### src/rtl/dii_pkg.sv
`default_nettype none
// +-----------------------------------------------------------------------+
// | Package  : dii_pkg                                                    |
// | Purpose  : Shared DII packet constants, flag field positions, type    |
// |            encoding and receive-side state enumeration.               |
// | Revision : 1.0 - initial release                                      |
// +-----------------------------------------------------------------------+
package dii_pkg;

  // Flit width of the DII channel
  localparam int unsigned c_flit_w = 16;

  // Position of each header word within a packet
  localparam int unsigned c_hdr_dest_idx  = 0;
  localparam int unsigned c_hdr_src_idx   = 1;
  localparam int unsigned c_hdr_flags_idx = 2;
  localparam int unsigned c_hdr_words     = 3;

  // Bit fields inside the flags header word
  localparam int unsigned c_type_msb     = 15;
  localparam int unsigned c_type_lsb     = 14;
  localparam int unsigned c_type_sub_msb = 13;
  localparam int unsigned c_type_sub_lsb = 10;

  // Packet type encoding, shared with the transmit-side packetizer
  typedef enum logic [1:0] {
    DII_TYPE_REG   = 2'd0,
    DII_TYPE_PLAIN = 2'd1,
    DII_TYPE_EVENT = 2'd2,
    DII_TYPE_RSVD  = 2'd3
  } dii_type_e;

  // Receiver state: which word the next accepted flit is, or holding a packet
  typedef enum logic [2:0] {
    RX_DEST    = 3'd0,
    RX_SRC     = 3'd1,
    RX_FLAGS   = 3'd2,
    RX_PAYLOAD = 3'd3,
    RX_HOLD    = 3'd4
  } rx_state_e;

endpackage : dii_pkg
`default_nettype wire

### src/rtl/dii_packet_rx.sv
`default_nettype none
// +-----------------------------------------------------------------------+
// | Module   : dii_packet_rx                                              |
// | Purpose  : DII slave-side sink. Accepts 16-bit flits, parses the      |
// |            three header words, buffers up to MAX_PAYLOAD payload      |
// |            words and presents one whole packet behind valid/ready.    |
// | Revision : 1.0 - initial release                                      |
// +-----------------------------------------------------------------------+
module dii_packet_rx
  import dii_pkg::*;
#(
  parameter  int unsigned MAX_PAYLOAD = 8,
  parameter  int unsigned DROP_CNT_W  = 8,
  localparam int unsigned LEN_W       = $clog2(MAX_PAYLOAD + 1)
) (
  input  logic                        clk,
  input  logic                        rst,
  input  logic [15:0]                 dii_in_data,
  input  logic                        dii_in_last,
  input  logic                        dii_in_valid,
  output logic                        dii_in_ready,
  output logic                        pkt_valid,
  input  logic                        pkt_ready,
  output logic [15:0]                 pkt_dest,
  output logic [15:0]                 pkt_src,
  output logic [1:0]                  pkt_type,
  output logic [3:0]                  pkt_type_sub,
  output logic [LEN_W-1:0]            pkt_len,
  output logic [16*MAX_PAYLOAD-1:0]   pkt_payload,
  output logic                        pkt_overflow,
  output logic [DROP_CNT_W-1:0]       drop_cnt
);

  localparam logic [DROP_CNT_W-1:0] c_drop_max = '1;
  localparam logic [LEN_W-1:0]      c_len_max  = LEN_W'(MAX_PAYLOAD);

  rx_state_e               r_state;
  rx_state_e               w_next_state;
  logic                    w_accept;
  logic [15:0]             r_dest;
  logic [15:0]             r_src;
  dii_type_e               r_type;
  logic [3:0]              r_type_sub;
  logic [LEN_W-1:0]        r_len;
  logic                    r_overflow;
  logic [DROP_CNT_W-1:0]   r_drop_cnt;
  logic [c_flit_w-1:0]     r_payload [MAX_PAYLOAD];

  assign w_accept = dii_in_valid & dii_in_ready;

  // State register
  always_ff @(posedge clk) begin
    if (rst) begin
      r_state <= RX_DEST;
    end else begin
      r_state <= w_next_state;
    end
  end

  // Next-state logic; handshake outputs decode the registered state only
  always_comb begin
    w_next_state = r_state;
    dii_in_ready = (r_state != RX_HOLD);
    pkt_valid    = (r_state == RX_HOLD);
    case (r_state)
      RX_DEST: begin
        // A last flit here is a one-word runt: stay put for the next packet
        if (w_accept && !dii_in_last) w_next_state = RX_SRC;
      end
      RX_SRC: begin
        if (w_accept) w_next_state = dii_in_last ? RX_DEST : RX_FLAGS;
      end
      RX_FLAGS: begin
        if (w_accept) w_next_state = dii_in_last ? RX_HOLD : RX_PAYLOAD;
      end
      RX_PAYLOAD: begin
        if (w_accept && dii_in_last) w_next_state = RX_HOLD;
      end
      RX_HOLD: begin
        if (pkt_ready) w_next_state = RX_DEST;
      end
      default: w_next_state = RX_DEST;
    endcase
  end

  // Header capture, length/overflow tracking and runt counting
  always_ff @(posedge clk) begin
    if (rst) begin
      r_dest     <= '0;
      r_src      <= '0;
      r_type     <= DII_TYPE_REG;
      r_type_sub <= '0;
      r_len      <= '0;
      r_overflow <= 1'b0;
      r_drop_cnt <= '0;
    end else if (w_accept) begin
      case (r_state)
        RX_DEST: begin
          r_dest <= dii_in_data;
          if (dii_in_last && (r_drop_cnt != c_drop_max)) begin
            r_drop_cnt <= r_drop_cnt + DROP_CNT_W'(1);
          end
        end
        RX_SRC: begin
          r_src <= dii_in_data;
          if (dii_in_last && (r_drop_cnt != c_drop_max)) begin
            r_drop_cnt <= r_drop_cnt + DROP_CNT_W'(1);
          end
        end
        RX_FLAGS: begin
          r_type     <= dii_type_e'(dii_in_data[c_type_msb:c_type_lsb]);
          r_type_sub <= dii_in_data[c_type_sub_msb:c_type_sub_lsb];
          r_len      <= '0;
          r_overflow <= 1'b0;
        end
        RX_PAYLOAD: begin
          if (r_len < c_len_max) begin
            r_len <= r_len + LEN_W'(1);
          end else begin
            r_overflow <= 1'b1;
          end
        end
        default: ;
      endcase
    end
  end

  // Payload buffer write at index r_len; words beyond capacity match no slot
  always_ff @(posedge clk) begin
    if (w_accept && (r_state == RX_PAYLOAD)) begin
      for (int i = 0; i < int'(MAX_PAYLOAD); i++) begin
        if (r_len == LEN_W'(i)) r_payload[i] <= dii_in_data;
      end
    end
  end

  generate
    for (genvar g = 0; g < int'(MAX_PAYLOAD); g++) begin : g_payload_out
      assign pkt_payload[16*g +: 16] = r_payload[g];
    end
  endgenerate

  assign pkt_dest     = r_dest;
  assign pkt_src      = r_src;
  assign pkt_type     = r_type;
  assign pkt_type_sub = r_type_sub;
  assign pkt_len      = r_len;
  assign pkt_overflow = r_overflow;
  assign drop_cnt     = r_drop_cnt;

endmodule : dii_packet_rx
`default_nettype wire

### config.mk
export PLATFORM = sky130hd
export DESIGN_NAME = dii_packet_rx
export DESIGN_NICKNAME = d
export VERILOG_FILES = /design/src/rtl/dii_pkg.sv /design/src/rtl/dii_packet_rx.sv
export SDC_FILE = /design/constraint.sdc
export NUM_CORES = 1
export LEC_CHECK = 0
export CAP_MARGIN = 20
export CORE_MARGIN = 4
export CORE_UTILIZATION = 57
export DETAILED_ROUTE_END_ITERATION = 10
export DONT_BUFFER_PORTS = 1
export PLACE_DENSITY_LB_ADDON = 0.1
export SLEW_MARGIN = 20
export SYNTH_ARGS = -nofsm -noshare
export SYNTH_HDL_FRONTEND = slang
export SYNTH_SLANG_ARGS = --single-unit
### constraint.sdc
create_clock -name clk -period 2.45 [get_ports clk]
set_input_delay 0.3675 -clock clk [delete_from_list [all_inputs] [get_ports clk]]
set_output_delay 0.3675 -clock clk [all_outputs]
set_load 0.005 [all_outputs]
# Word-level counts from Yosys, hierarchy flattened
# Memory sizes are Yosys's and may differ from the RTL's.
# Index checks and enable logic that the tools add are counted.
# totals
ff_bits	54
mem_bits_rw	128
in_bits	21
out_inout_bits	181
word_cells	113
mem_count	1
# memory_table
name	words	word_bits	read_ports	rd_ports_with_merged_regs	wr	line	source
r_payload	8	16	8	0	1	dii_packet_rx.sv:47	logic [c_flit_w-1:0] r_payload [MAX_PAYLOAD];
# op_classes
addsub	2
order_cmp	1
eq_ne	20
muxes	57
bitwise	1
reduce_logical	23
# ops
cell	count
$mux W16	7
$reduce_or A16 Y1	7
$mux W3	13
$mux W1	32
$eq A4 B3 Y1 const B	4
$pmux W3 S5	1
$ne A2 B2 Y1 const B	6
$reduce_and A3 Y1	3
$add A8 B1 Y8 const B	1
$eq A4 B2 Y1 const B	2
$ne A8 B8 Y1 const B	1
$pmux W4 S2	1
$eq A3 B2 Y1 const B	2
$reduce_and A2 Y1	3
$reduce_and A5 Y1	1
$add A4 B1 Y4 const B	1
$eq A4 B1 Y1 const B	1
$logic_and A1 B1 Y1	4
$logic_not A4 Y1	1
$lt A4 B4 Y1 const B	1
$mux W4	1
$eq A3 B1 Y1 const B	1
$eq A3 B3 Y1 const B	1
$logic_not A3 Y1	1
8 further kinds	8

# Depth between registers and ports, before layout
# depth
word_depth	13
ltp_mapped	7
ltp_nobuf	5

# Least setup slack after synthesis
# Ideal clock, no wire load.
# synth_timing
path_kind	flip-flop to flip-flop
start	register r_state[2]
end	memory r_payload[7][0] (netlist: r_payload[1][48]), enable pin
setup_time_ns	0.374
arrival_time_ns	1.525
required_time_ns	2.076
path_slack_ns	0.551
path_stages_with_launch	5
path_buffers	1
period_less_slack_ns	1.899
path_cell_list	dfxtp_1 buf_2 nand2b_1 nor4b_1 and2_1
# synth_between
elab_chain_len	13
elab_cells_between_ends	41
classes_between	2 x eq/ne; 30 x mux; 1 x bitwise; 8 x reduce/logical
# synth_rtl
element	line	source
start, declared	dii_packet_rx.sv:37	rx_state_e r_state;
start signal, assigned	dii_packet_rx.sv:56	r_state <= w_next_state;
$ne A3 B3 Y1	dii_packet_rx.sv:63	dii_in_ready = (r_state != RX_HOLD);
$and A1 B1 Y1	dii_packet_rx.sv:49	assign w_accept = dii_in_valid & dii_in_ready;
$logic_and A1 B1 Y1 *	dii_packet_rx.sv:130	if (w_accept && (r_state == RX_PAYLOAD)) begin
$mux W1	dii_packet_rx.sv:130	
$mux W1 (not written as such)	dii_packet_rx.sv:132	if (r_len == LEN_W'(i)) r_payload[i] <= dii_in_data;
$reduce_or A16 Y1 (no source line)	-	
$mux W3 (no source line) / $mux W1 (equally long branches) (7 in a row)	-	
end, declared	dii_packet_rx.sv:47	
# Every way passes the cells marked *; elsewhere a longest branch is shown, timed or not.

# Final worst setup path
# layout_timing
start	register r_state[2]
end	register r_dest[0] (netlist: pkt_dest[0])
# layout_between
elab_chain_len	3
elab_cells_between_ends	4
classes_between	1 x eq/ne; 1 x bitwise; 2 x reduce/logical
# layout_rtl
element	line	source
$ne A3 B3 Y1	dii_packet_rx.sv:63	
$and A1 B1 Y1	dii_packet_rx.sv:49	
$reduce_and A2 Y1 (no source line) *	-	
end signal, assigned	dii_packet_rx.sv:99	r_dest <= dii_in_data;
end, declared	dii_packet_rx.sv:40	logic [15:0] r_dest;
# Marks and branches as above.
# A chain may end at the register's enable or synchronous reset.

==> impl_metrics.json <==
{
  "status": "complete, no violations",
  "cts_tree": "done",
  "r2r_start": "r_state[2]",
  "start_util": 0.5870,
  "grt_first_pass_wirelength_mm": 22.30,
  "r2r_end": "pkt_dest[0]",
  "critPathMaxFanout": 16,
  "final-hold-violation-count": 0,
  "required_ps": 2870,
  "holdPathStages": 2,
  "drt_iter0_markers": 323,
  "seq_area_um2": 4925,
  "cap_violations": 0,
  "cts_buffer_depth": 2,
  "final_common_cell": "edfxtp_1",
  "layout_common_cells": "edfxtp_1 (128), nand2_1 (78), dfxtp_1 (54), a21oi_1 (50), dlygate4sd3_1 (19)",
  "worst_pin_slew_ps": 613.4,
  "antennaDiodeCount": 0,
  "setup_viol": 0,
  "finalSetupTns_ps": 0,
  "cts-resized-gates": 0,
  "nets": 467,
  "r2r_setup_slack_ps": 260,
  "clock_sinks": 182,
  "synth_nets": 433,
  "hold_path_class": "in -> reg",
  "ys_types": 34,
  "antenna_found_initial": 0,
  "routedWlPerCell_um": 25.13,
  "hpwl_mm": 9.378,
  "die_y_um": 111.3,
  "powerDensity_nw_per_um2": 873.4,
  "holdPathEnd": "r_state[2]",
  "wl_mm": 14.83,
  "drc": 0,
  "area_growth_pct": 15.83,
  "fmax_mhz": 457.4,
  "grt_pass1_vias": 3372,
  "synth.yosys.seq_area_share": 0.8090,
  "arrival_ps": 2600,
  "hold_start": "pkt_ready",
  "period_share": 0.8924,
  "peakVddDrop_uv": 444.1,
  "r2r_cells": 5,
  "clkLatencyLatePin_ps": 530,
  "core-area_um2": 10370,
  "skew_ps": 7.720,
  "fin_ws_ps": 263.6,
  "postSynthAreaPerCell_um2": 14.96,
  "die_x_um": 111.3,
  "rows": 37,
  "drv_slew": 0,
  "multi_input_area_um2": 1052,
  "cp-end-kind": "flip-flop",
  "cp-start-kind": "flip-flop",
  "numCtsBuffers": 17,
  "period_minus_slack_ps": 2186,
  "hold_buffers": 20,
  "path_class": "reg -> reg",
  "overflow": 0,
  "placed_area_um2": 6272,
  "root_buffer": "clkbuf_8",
  "io_buffers": 0,
  "drt_pre_antenna_iters": 5,
  "dieArea_um2": 12400,
  "drtAntennaViolNets": 0,
  "stdcell_area_um2": 7051,
  "dp_cells": 538,
  "postCtsSetupRepairBufs": 0,
  "p_leak_uw": 0.002314,
  "maxSlewHeadroom": 0.5911,
  "drt-vias-per-instance": 5.915,
  "clk_pin_slew_ps": 70,
  "synthCells": 407,
  "grt_usage": 0.2435,
  "fill_cells": 732,
  "htreeDepth": 4,
  "synth_area_um2": 6087,
  "rsz0062_at_grt": "no",
  "gp_congestion": 0.7980,
  "grt_start_max_net_pins": 56,
  "fin_cells": 590,
  "vias": 3490,
  "place_ws_ps": 399.8,
  "ys_warn_count": 0,
  "total_power_uw": 6158,
  "io_pins": 202,
  "drive_gt1_frac": 0.09912,
  "synth-seq-cells": 182
}
metal layers:
layer	vias up	global-route usage	routed length (um)	part of all wire
met1	1715	0.3097	5800	0.39
met2	206	0.3908	7332	0.49
met4	0	0.07624	268	0.018
li1	1552	-	-	-
met5	-	0	0	0
met3	17	0.09402	1423	0.096
synth_stat cells:
cell         n  area share
a21oi_1     50       0.041
o22ai_1      1      0.0010
nand4_1      1      0.0010
or4_1        4      0.0049
nor3b_1      1      0.0012
nor2_1       7      0.0043
nand4bb_1    1      0.0018
a2bb2oi_1    1      0.0014
a2111oi_0    1      0.0014
mux2i_1      2      0.0033
nor2b_1      1      0.0010
nand3b_1     1      0.0012
nor4b_1      1      0.0014
a41oi_1      1      0.0014
buf_6        2      0.0037
buf_2        7      0.0058
dfxtp_1     54        0.18
nand2b_1     3      0.0031
o21bai_4     1      0.0031
o31ai_1      3      0.0037
xor2_1       1      0.0014
nor3_1       4      0.0033
ha_1         5       0.010
clkbuf_1     8      0.0049
nand3_1      4      0.0033
a211oi_1     1      0.0012
o21ai_0     12      0.0099
nor3_2       2      0.0033
or3_1        4      0.0041
inv_1        6      0.0037
nand2_1     78       0.048
nor4_1       1      0.0010
and2_1      10       0.010
edfxtp_1   128        0.63
power breakdown:
part / internal [uW] / leakage [uW] / total [uW] / switching, uW
Combinational: 61.8 / 0.000460 / 189 / 128
Clock: 1460 / 0.000266 / 2610 / 1150
Sequential: 3320 / 0.00159 / 3350 / 33.8
Total: 4850 / 0.00231 / 6160 / 1310
worst max-delay path, cell delays in order, from the launching register on:
cell           delay [ps]
dfxtp_1               380
nand2b_1              280
or3_1                 610
nand2_1               170
a21oi_1                80
dlygate4sd3_1         560
layout make-up:
type,count,area share
sequential,182,0.6985
multi-input combinational,202,0.1492
clock buffer,18,0.05927
timing repair buffer,32,0.04437
tap,136,0.02413
clock inverter,14,0.02130
inverter,6,0.003194
flip-flops by register name (all words and copies together) (netlist names):
signal and count:
pkt_overflow 1, pkt_src 16, r_state 3, r_payload 128, drop_cnt 8, pkt_len 4, pkt_type 2, pkt_type_sub 4
pkt_dest 16
stage by stage:
stage	hold slack [ps]	utilization
2_1_floorplan	452.7	-
4_1_cts	51.30	0.6799
3_3_place_gp	442.1	0.6049
6_report	74.93	0.6799
5_1_grt	71.00	0.6799
3_5_place_dp	444.5	0.6049
cell families (layout without fill, tap and decap cells):
logic type	Yosys count	in the layout	share of synthesized area
AOI/OAI and AO/OA	71	71	0.06434
xor gates and xnor gates	1	1	0.001439
adders and majority gates	5	5	0.01028
buffers and inverters	23	70	0.01809
DFF	182	182	0.8090
muxes	2	2	0.003289
and+or+nand+nor	123	123	0.09353
worst max-delay path by stage:
stage               start          endpoint  slack [ps]  cells after the start
6_report       r_state[2]       pkt_dest[0]         260                      5
3_3_place_gp   r_state[1]  r_payload[1][39]         550                      4
2_1_floorplan  r_state[2]  r_payload[1][48]         550                      4
5_1_grt        r_state[2]       pkt_dest[0]          50                      5
3_5_place_dp   r_state[1]  r_payload[1][41]         400                      4
4_1_cts        r_state[2]       pkt_dest[0]         300                      5
Note: power is estimated with default switching activity, not from simulation.
